## config.mk

```make
export PLATFORM = sky130hd
export DESIGN_NAME = alu_issue_queue
export DESIGN_NICKNAME = d
export VERILOG_FILES = /design/src/rtl/alu_issue_queue.sv
export SDC_FILE = /design/constraint.sdc
export NUM_CORES = 1
export LEC_CHECK = 0
export ABC_CLOCK_PERIOD_IN_PS = 7400
export BUFFER_PORTS_ARGS = -buffer_cell sky130_fd_sc_hd__buf_2
export CORE_ASPECT_RATIO = 1.2
export CORE_MARGIN = 2
export CORE_UTILIZATION = 57
export DETAILED_ROUTE_END_ITERATION = 12
export PLACE_DENSITY = 0.82
export SLEW_MARGIN = 20
export SYNTH_ARGS = -nofsm -noshare
export SYNTH_HDL_FRONTEND = slang
export SYNTH_SLANG_ARGS = --single-unit
```

## constraint.sdc

```tcl
create_clock -name clk -period 7.4 [get_ports clk]
set_input_delay 0.74 -clock clk [delete_from_list [all_inputs] [get_ports clk]]
set_output_delay 0.74 -clock clk [all_outputs]
set_load 0.005 [all_outputs]
```

## src/rtl/alu_issue_queue.sv

```systemverilog
// rtl/alu_issue_queue.sv - ALU command issue queue: circular FIFO feeding a registered ALU operand stage
// Optional opcode filter enabled by defining ALU_ISSUE_OPCHK_EN.
module alu_issue_queue #(
  parameter int DEPTH  = 4,
  parameter int DATA_W = 32
) (
  input  logic                       clk,
  input  logic                       rst_n,
  input  logic                       in_valid,
  output logic                       in_ready,
  input  logic [DATA_W-1:0]          in_src1,
  input  logic [DATA_W-1:0]          in_src2,
  input  logic [3:0]                 in_op,
  output logic [DATA_W-1:0]          src1,
  output logic [DATA_W-1:0]          src2,
  output logic [3:0]                 ALU_control,
  output logic                       out_valid,
  input  logic                       out_ready,
  output logic [$clog2(DEPTH):0]     fifo_count,
  output logic [7:0]                 drop_cnt
);

  localparam int PW = $clog2(DEPTH);
  localparam int CW = PW + 1;

  logic [DATA_W-1:0] r_mem_src1 [DEPTH];
  logic [DATA_W-1:0] r_mem_src2 [DEPTH];
  logic [3:0]        r_mem_op   [DEPTH];

  logic [PW-1:0]     r_wr_ptr;
  logic [PW-1:0]     r_rd_ptr;
  logic [CW-1:0]     r_count;

  logic [DATA_W-1:0] r_src1;
  logic [DATA_W-1:0] r_src2;
  logic [3:0]        r_op;
  logic              r_out_valid;

  logic              w_accept;
  logic              w_legal;
  logic              w_write;
  logic              w_load;

  // Ready is a pure decode of the stored count; a full FIFO never bypasses into the output stage
  assign in_ready = (r_count != CW'(DEPTH));
  assign w_accept = in_valid && in_ready;
  assign w_write  = w_accept && w_legal;
  // Head moves to the output stage when something is stored and the stage is free or being drained
  assign w_load   = (r_count != '0) && (!r_out_valid || out_ready);

`ifdef ALU_ISSUE_OPCHK_EN
  logic [7:0] r_drop_cnt;

  // Only AND, OR, ADD, SUB, SLT and NOR are forwarded to the ALU
  always_comb begin
    w_legal = 1'b0;
    case (in_op)
      4'd0, 4'd1, 4'd2, 4'd6, 4'd7, 4'd12: w_legal = 1'b1;
      default:                             w_legal = 1'b0;
    endcase
  end

  // Count filtered commands, saturating so the counter never wraps back to a small value
  always_ff @(posedge clk or negedge rst_n) begin
    if (!rst_n) begin
      r_drop_cnt <= 8'd0;
    end else if (w_accept && !w_legal && (r_drop_cnt != 8'hFF)) begin
      r_drop_cnt <= r_drop_cnt + 8'd1;
    end
  end

  assign drop_cnt = r_drop_cnt;
`else
  assign w_legal  = 1'b1;
  assign drop_cnt = 8'd0;
`endif

  // Storage array is written at the tail; contents need no reset since pointers gate visibility
  always_ff @(posedge clk) begin
    if (w_write) begin
      r_mem_src1[r_wr_ptr] <= in_src1;
      r_mem_src2[r_wr_ptr] <= in_src2;
      r_mem_op[r_wr_ptr]   <= in_op;
    end
  end

  // Pointer and occupancy bookkeeping; power-of-two depth lets pointers wrap naturally
  always_ff @(posedge clk or negedge rst_n) begin
    if (!rst_n) begin
      r_wr_ptr <= '0;
      r_rd_ptr <= '0;
      r_count  <= '0;
    end else begin
      if (w_write) r_wr_ptr <= r_wr_ptr + PW'(1);
      if (w_load)  r_rd_ptr <= r_rd_ptr + PW'(1);
      case ({w_write, w_load})
        2'b10:   r_count <= r_count + CW'(1);
        2'b01:   r_count <= r_count - CW'(1);
        default: r_count <= r_count;
      endcase
    end
  end

  // Output stage: load head when possible, otherwise clear valid on a completed handshake and hold data
  always_ff @(posedge clk or negedge rst_n) begin
    if (!rst_n) begin
      r_src1      <= '0;
      r_src2      <= '0;
      r_op        <= '0;
      r_out_valid <= 1'b0;
    end else if (w_load) begin
      r_src1      <= r_mem_src1[r_rd_ptr];
      r_src2      <= r_mem_src2[r_rd_ptr];
      r_op        <= r_mem_op[r_rd_ptr];
      r_out_valid <= 1'b1;
    end else if (out_ready) begin
      r_out_valid <= 1'b0;
    end
  end

  assign src1        = r_src1;
  assign src2        = r_src2;
  assign ALU_control = r_op;
  assign out_valid   = r_out_valid;
  assign fifo_count  = r_count;

endmodule

```

==> metrics.cfg, run 1 <==
[outcome]
status = completed

[clock_network]
cts_buffer_depth = 3
clockRootBuffer = clkbuf_16
postCtsHoldBufs = 0
cts.sinks = 348
post_cts_resized = 0
numCtsBuffers = 35
h-tree-depth = 2
tritoncts = done
insertion_delay_ns = 0.50
clkTransAtPathRegs_ns = 0.06
cts_setup_buffers = 0

[timing]
setup_ws_ns = 4.75
rsz0062_at_grt = false
setup_tns_ns = 0
hold_viol = 0
slew_headroom = 0.291
setup_viol = 0
worst_pin_slew_ns = 1.06
fmax_ghz = 0.378
skew_ns = 0.0150
finalMaxSlewViolations = 0
hold_ws_ns = 0.149
period_share = 0.358
min_period_ns = 2.65

[worst_setup_path]
crit_chain = buf_4 > mux4_2 > mux2_2
end_kind = register
arrival_ns = 3.03
cp_max_fo = 43
path_class = reg -> reg
crit_path_max_incr_delay_ns = 0.80
worstSetupStartpointType = register
worstPathRequired_ns = 7.78
crit_path_top_delay_cell = dfrtp_4

[cells_and_area]
post-route-util = 0.673
multi_input_area_um2 = 2590
drive_above_1_share = 0.471
nFillCells = 1422
nNetsFinal = 789
syn2layout_area_growth_pct = 16.7
layout.cells.non_filler = 1018
regArea_um2 = 10100
layout.cell_area.non_filler_um2 = 15000

[logic_synthesis]
synthTopCellsByArea = edfxtp_1 64%, dfrtp_1 15%, mux4_2 12%, mux2_2 6.1%, buf_6 0.70%
netlist_area_um2 = 12800
synth-edff-count = 272
ys_types = 23
synthMuxAreaShare = 0.181
synth_top_area_frac = 0.636
ys_ff_latch = 348
ys_seq_area_frac = 0.784
yosysTopAreaCell = edfxtp_1
ys_warn_count = 0
synthArstFlopShare = 0.218
synth_ff_type = edfxtp_1
synth_top_family_by_area = multiplexers
avgSynthCellArea_um2 = 23.5
synthXorXnorAreaFrac = 0.00409
synth-compound-area-share = 0.000682
post-synth-top-count-cell = edfxtp_1
synthAdderAreaFrac = 0.00643
ys_top_cells_by_count = 272 x edfxtp_1, 76 x dfrtp_1, 70 x mux2_2, 68 x mux4_2, 10 x buf_2
synthCells = 546
synthSimpleGateAreaFrac = 0.00545

[routing]
wl_per_cell_um = 22.4
ant_nets = 0
drt_iter0_drc = 385
vias_per_cell = 5.75
drt-pass1-iter-count = 4
drc = 0
wirelength_mm = 22.8
vias = 5853

[global_route]
grt_pass1_vias = 6403
grtUsageTotal = 0.196
grt_overflow_total = 0
antenna_found_initial = 2
grt_pass1_wl_mm = 35.3
grt_max_degree = 70

[power]
total_power_mw = 6.19
leakagePower_nw = 5.40
power_density_nw_per_um2 = 413
vdd_drop_max_mv = 0.292

[placement]
dpl_worst_slack_ns = 4.67
routabilityCongestion = 0.683
dp.cells = 949
dp_hpwl_mm = 12.3
io_buffers = 144
dpl_cell_area_um2 = 13800

[die]
fp.coreArea_um2 = 22300
fp.dieArea_um2 = 23800
top_level_ports = 153
fp.dieH_um = 168
initial_core_util = 0.576
fp-row-count = 60
die_x_um = 141

[run]
max-cap-violations = 0

[hold_path]
hp-class = in -> async

## layout by cell type (no fill, tap or decap), drive strengths merged, types with 2 or more instances in the layout
master    n
edfxtp  272
buf     152
dfrtp    76
mux2     70
mux4     68
clkbuf   53
conb      8
clkinv    7
ha        5
inv       4
and3      4
xnor2     3
xor2      3
diode     2
bufinv    2
## power breakdown
group,internal [mW],total (mW),switching (mW)
Clock,1.02,1.70,0.677
Combinational,0.856,1.49,0.638
Sequential,2.67,3.00,0.326
Total,4.55,6.19,1.64
## worst max-delay path, delay by kind of cell, from the launching register on
family,cells,cell delay (ns)
buf+inv,1,0.77
flops,1,0.80
mux,2,0.90
## state kept, by name, summed over array words and instances (netlist names)
name	cells
r_mem_src1	128
fifo_count	3
src2	32
r_wr_ptr	2
out_valid	1
r_rd_ptr	2
r_mem_src2	128
ALU_control	4
src1	32
r_mem_op	16
## cell type report
type,count,share of cell area
diodes,2,0.000334
flip-flops and latches,348,0.672
repair buffers,152,0.0561
well taps,279,0.0233
clock inverters,10,0.00676
clock buffers,53,0.0678
multi-input cells,170,0.173
inverters,4,0.00100
## layer usage
metal	vias up	GRT usage	wire (µm)
met3	38	0.0429	1330
met2	204	0.339	11900
li1	2540	-	-
met4	0	0.0635	551
met5	-	0	0
met1	3071	0.252	9050
## path summary, 6_finish.rpt
kind                             start           endpoint  slack, ns  cells past startpoint
max                        r_rd_ptr[0]           src2[30]       4.75                      3
min                              rst_n           src2[13]       0.15                      1
max reg2reg                r_rd_ptr[0]           src2[30]       4.75                      3
min reg2reg                    src2[8]            src2[8]       0.50                      1
max in group asynchronous        rst_n        r_rd_ptr[1]       6.05                      2
min in group clk           in_src1[26]  r_mem_src1[2][26]       0.45                      1
## cells by family (layout without fill, tap and decap cells)
family	after synthesis	in the layout
flops	348	348
mux	138	138
buf+inv	35	219
simple gates	11	11
fa+ha+maj	6	6
xor+xnor	6	6
other cells	1	10
compound gates	1	1
(Power assumes the default switching activity.)
==> run 2: changes to the inputs <==
--- a/config.mk
+++ b/config.mk
@@ -5,13 +5,13 @@
 export SDC_FILE = /design/constraint.sdc
 export NUM_CORES = 1
 export LEC_CHECK = 0
-export ABC_CLOCK_PERIOD_IN_PS = 7400
+export ABC_CLOCK_PERIOD_IN_PS = 2200
 export BUFFER_PORTS_ARGS = -buffer_cell sky130_fd_sc_hd__buf_2
 export CORE_ASPECT_RATIO = 1.2
 export CORE_MARGIN = 2
-export CORE_UTILIZATION = 57
+export CORE_UTILIZATION = 52
 export DETAILED_ROUTE_END_ITERATION = 12
-export PLACE_DENSITY = 0.82
+export PLACE_DENSITY = 0.79
 export SLEW_MARGIN = 20
 export SYNTH_ARGS = -nofsm -noshare
 export SYNTH_HDL_FRONTEND = slang
==> constraint.sdc (replaced) <==
create_clock -name clk -period 2.2 [get_ports clk]
set_input_delay 0.22 -clock clk [delete_from_list [all_inputs] [get_ports clk]]
set_output_delay 0.22 -clock clk [all_outputs]
set_load 0.005 [all_outputs]
==> run 2 against run 1 <==
Count of clock-buffer cells in the layout shrank 5. Flip-flop and latch count is the same. Combinational power grew to 3.8 times the previous value. Wire length grew 1.8%. Critical path depth grew 3. Critical path type unchanged. Critical endpoint is now fifo_count[1].
==> metrics.cfg, run 2 (synthesis gave the netlist of run 1 again) <==
[outcome]
status = completed

[power]
clockPowerShare = 0.281
comb_power_share = 0.267
vdd_drop_max_mv = 0.901
switchingPower_mw = 5.57
internal_power_mw = 15.8
power.share.switching = 0.261
power_density_nw_per_um2 = 1340
seqPwrFrac = 0.452
leakagePower_nw = 5.79

[timing]
worst_pin_slew_ns = 0.763
hold_viol = 0
finalMaxSlewViolations = 0
skew_ns = 0.0143
rsz0062_at_grt = false
setup_viol = 0
hold_ws_ns = 0.0390
setup_tns_ns = 0
fmax_ghz = 0.470
min_period_ns = 2.13
period_share = 0.966
slew_headroom = 0.491

[worst_setup_path]
worstPathRequired_ns = 2.58
worstSetupStartpointType = register
arrival_ns = 2.50
path_class = reg -> reg
end_kind = register
cp_max_fo = 5
crit_path_max_incr_delay_ns = 0.43
crit_chain = or3b_1 > and2_4 > inv_1 > ha_1 > fa_1 > mux2_2
crit_path_top_delay_cell = dfrtp_1

[global_route]
grt_overflow_total = 0
grtUsageTotal = 0.183
grt_pass1_vias = 6746
antenna_found_initial = 0
grt_max_degree = 70
grt_pass1_wl_mm = 36.4

[cells_and_area]
layout.cell_area.non_filler_um2 = 15900
nNetsFinal = 862
reg_top3 = r_mem_src1: 128 flops, r_mem_src2: 128 flops
layout.cells.non_filler = 1137
nFillCells = 1601
syn2layout_area_growth_pct = 24.0
drive_above_1_share = 0.441
final_common_cell = edfxtp_1
final_cell_mix = 272 x edfxtp_1, 143 x buf_2, 74 x dfrtp_1

[run]
max-cap-violations = 0

[placement]
io_buffers = 144
dp.cells = 1000
routabilityCongestion = 0.730
dp_hpwl_mm = 12.4
dpl_cell_area_um2 = 13900

[clock_network]
tritoncts = done
clkTransAtPathRegs_ns = 0.06
insertion_delay_ns = 0.50
cts_setup_buffers = 0
h-tree-depth = 2
cts_buffer_depth = 3
clockRootBuffer = clkbuf_16
cts.sinks = 348
numCtsBuffers = 34

[die]
fp.dieH_um = 176
die_x_um = 147
fp.coreArea_um2 = 24500
fp-row-count = 63
initial_core_util = 0.524
top_level_ports = 153
fp.dieArea_um2 = 26000

[routing]
drc = 0
wirelength_mm = 23.2
wl_per_cell_um = 20.4
vias = 6126
drt-pass1-iter-count = 6
drt_iter0_drc = 366
ant_nets = 0
vias_per_cell = 5.39

[hold_path]
hp-class = in -> reg

[run 2: timing repair]
item                       in CTS  in global routing
hold endpoints to repair      308                  0
hold buffers                   69                  0
setup endpoints to repair      30                  0
gates resized for setup         1                  0
[run 2: per-layer routing]
| metal | up-vias | part of all wire | global-route usage |
|---|---|---|---|
| li1 | 2675 | - | - |
| met1 | 3243 | 0.40 | 0.224 |
| met2 | 169 | 0.54 | 0.338 |
| met3 | 39 | 0.037 | 0.0307 |
| met4 | 0 | 0.020 | 0.0517 |
| met5 | - | 0 | 0 |
[run 2: area by class of cell]
| type | count | area, µm² | area share |
|---|---|---|---|
| clock buffer | 48 | 1030 | 0.0645 |
| multi-input combinational | 170 | 2590 | 0.163 |
| tap | 325 | 407 | 0.0255 |
| sequential | 348 | 10100 | 0.633 |
| inverter | 4 | 15.0 | 0.000943 |
| timing repair buffer | 226 | 1640 | 0.103 |
| clock inverter | 14 | 166 | 0.0105 |
| antenna | 2 | 5.00 | 0.000314 |
[run 2: path summary, 6_finish.rpt]
kind	from	to	slack [ns]	depth (start not counted)
hold / removal	out_ready	out_valid	0.04	3
hold reg to reg	ALU_control[3]	ALU_control[3]	0.50	1
max in group asynchronous	rst_n	r_rd_ptr[1]	1.23	3
setup reg to reg	fifo_count[1]	fifo_count[1]	0.07	6
min in group asynchronous	rst_n	src2[0]	0.28	2
setup / recovery	fifo_count[1]	fifo_count[1]	0.07	6
[run 2: power groups by stage]
| stage | combinational (mW) | clock (mW) | sequential [mW] |
|---|---|---|---|
| after floorplan | 3.80 | 0 | 9.65 |
| after global placement | 5.42 | 0 | 9.69 |
| after detailed placement | 5.62 | 0 | 9.82 |
| after CTS | 5.75 | 6.13 | 9.71 |
| after global routing | 6.19 | 6.37 | 9.84 |
| final | 5.70 | 6.02 | 9.66 |
[run 2: worst max-delay path, delay by kind of cell (launching register included)]
family,cells,cell delay (ns)
DFF,1,0.43
adders and majority gates,2,0.62
and+or+nand+nor,2,0.62
muxes,1,0.28
buffers and inverters,1,0.06
[run 2: stage by stage]
stage	utilization	total power, mW	setup WS (ns)
3_3_place_gp	0.569	15.1	0.0559
6_report	0.650	21.4	0.0745
2_1_floorplan	-	13.5	0.130
3_5_place_dp	0.569	15.4	0.00905
5_1_grt	0.649	22.4	0.00429
4_1_cts	0.646	21.6	0.0521
==> run 3: changes to the inputs <==
--- a/config.mk
+++ b/config.mk
@@ -8,10 +8,11 @@
 export ABC_CLOCK_PERIOD_IN_PS = 2200
 export BUFFER_PORTS_ARGS = -buffer_cell sky130_fd_sc_hd__buf_2
 export CORE_ASPECT_RATIO = 1.2
-export CORE_MARGIN = 2
 export CORE_UTILIZATION = 52
 export DETAILED_ROUTE_END_ITERATION = 12
+export GPL_TIMING_DRIVEN = 0
 export PLACE_DENSITY = 0.79
+export SETUP_SLACK_MARGIN = 0.1
 export SLEW_MARGIN = 20
 export SYNTH_ARGS = -nofsm -noshare
 export SYNTH_HDL_FRONTEND = slang
==> run 3 against run 2 <==
Register-to-register slack better by 0.02 ns. Sequential share of layout area decreased by 0.70 points. Via count is 3.0% higher. Core utilization grew 1.7 points. Non-clock buffer count is 35 higher. Largest power group unchanged. Highest routed layer unchanged.
==> metrics.cfg, run 3 (synthesis gave the netlist of run 1 again) <==
[timing]
finalMaxSlewViolations = 0
worst_pin_slew_ns = 0.754
skew_ns = 0.0204
hold_viol = 0
slew_headroom = 0.497
setup_viol = 0
min_period_ns = 2.11
fmax_ghz = 0.475
setup_tns_ns = 0
period_share = 0.957
rsz0062_at_grt = true
hold_ws_ns = 0.131

[die]
fp.dieArea_um2 = 25300
die_x_um = 145
fp.dieH_um = 174
top_level_ports = 153
fp.coreArea_um2 = 24100
initial_core_util = 0.532
fp-row-count = 62

[cells_and_area]
insertedDiodeCount = 0
drive_above_1_share = 0.463
post-route-util = 0.667
reg_top3 = r_mem_src1: 128 flops, r_mem_src2: 128 flops
syn2layout_area_growth_pct = 25.3
multi_input_area_um2 = 2620
layout.cells.non_filler = 1167
nNetsFinal = 898
regArea_um2 = 10100
nFillCells = 1551
final_cell_mix = 272 x edfxtp_1, 152 x buf_2, 74 x dfrtp_1
final_common_cell = edfxtp_1

[worst_setup_path]
path_class = reg -> reg
crit_chain = or3b_4 > buf_4 > and3_4 > buf_12
crit_family = simple AND/OR/NAND/NOR gates
cp_max_fo = 45
reg2reg_depth = 4
crit_path_top_delay_cell = and3_4
worstSetupStartpointType = register
arrival_ns = 2.30
reg2reg_from = fifo_count[2]
crit_path_max_incr_delay_ns = 0.67
end_kind = register
path_buf_inv = 2
timing.rr.end = r_mem_src1[1][30]
regToRegSetupSlack_ns = 0.09
worstPathRequired_ns = 2.40

[global_route]
met1_usage = 0.252
grt_pass1_vias = 6963
grtUsageTotal = 0.203
grt_busiest_layer = met2
antenna_found_initial = 0
grtUsageMet2 = 0.355
grt_max_degree = 46
met3_usage = 0.0412
grt_overflow_total = 0
grt_pass1_wl_mm = 38.8

[power]
leakagePower_nw = 5.90
seqPwrFrac = 0.447
total_power_mw = 21.5
power_density_nw_per_um2 = 1340
power.share.switching = 0.271
comb_power_share = 0.285
clockPowerShare = 0.268
internal_power_mw = 15.7
vdd_drop_max_mv = 0.828
switchingPower_mw = 5.84

[placement]
dp.cells = 1022
dp_hpwl_mm = 15.0
io_buffers = 144
routabilityCongestion = 0.713

[hold_path]
min_to = r_wr_ptr[0]
hp-start = in_valid
worstHoldPathCells = 3
hp-class = in -> reg

[routing]
ant_nets = 0
vias_per_cell = 5.41
drt_iter0_drc = 314
drt-pass1-iter-count = 6
wirelength_mm = 24.7
vias = 6312
wl_per_cell_um = 21.1
drc = 0

[clock_network]
h-tree-depth = 2
insertion_delay_ns = 0.52
tritoncts = done
cts.sinks = 348
clkTransAtPathRegs_ns = 0.06
clockRootBuffer = clkbuf_16
cts_buffer_depth = 3
numCtsBuffers = 35

[outcome]
status = completed

[run]
max-cap-violations = 0

-- run 3: cell count changes in the layout (fill, tap and decap cells not counted), moves of 2 or more --
cell / delta
buf_2: +9
clkbuf_1: +6
clkbuf_8: -3
inv_6: +4
dfrtp_2: +2
diode_2: -2
buf_4: +17
clkbuf_16: -2
buf_6: +7
dfrtp_4: -2
buf_12: -5
-- run 3: what timing repair did --
item / CTS / global route
setup buffers: 7 / 4
resized for setup: 8 / 5
hold endpoints to repair: 308 / 0
hold buffers: 70 / 0
setup endpoints to repair: 2 / 76
pin swaps: 1 / 6
-- run 3: power groups by stage --
stage | logic [mW] | clock network [mW] | registers (mW)
after floorplan | 3.80 | 0 | 9.65
after global placement | 5.56 | 0 | 9.67
after detailed placement | 5.93 | 0 | 9.74
after CTS | 6.18 | 5.89 | 9.63
after global routing | 6.64 | 6.14 | 9.77
final | 6.14 | 5.78 | 9.62
-- run 3: cell type report --
cell class	count	share of cell area
clock buffer	45	0.0586
timing repair buffer	230	0.101
buffer	31	0.0145
inverter	4	0.000933
clock inverter	19	0.0117
multi-input combinational	170	0.163
sequential	348	0.626
tap	320	0.0249
-- run 3: through the flow --
stage	setup WS [ns]	cell area [µm²]
after floorplan	0.130	12900
after global routing	0.0180	16100
after detailed placement	-0.282	14100
final	0.0946	16100
after global placement	-0.422	14000
after CTS	0.100	16000
-- run 3: worst max-delay path by stage --
stage	cells after the start	startpoint	slack, ns	to
floorplan	8	fifo_count[0]	0.13	fifo_count[2]
global placement	2	fifo_count[2]	-0.42	r_mem_src1[3][0]
detailed placement	6	fifo_count[0]	-0.28	fifo_count[1]
CTS	6	fifo_count[0]	0.10	fifo_count[1]
global route	4	fifo_count[2]	0.02	r_mem_src1[1][30]
finish	4	fifo_count[2]	0.09	r_mem_src1[1][30]
-- run 3: worst min-delay path: stages --
cell	delay [ns]
buf_2	0.14
and2_4	0.18
xnor2_1	0.06
-- run 3: metal layers --
layer	vias to the layer above	routed length, µm
li1	2763	-
met1	3310	9810
met2	188	13000
met3	51	1110
met4	0	705
met5	-	0
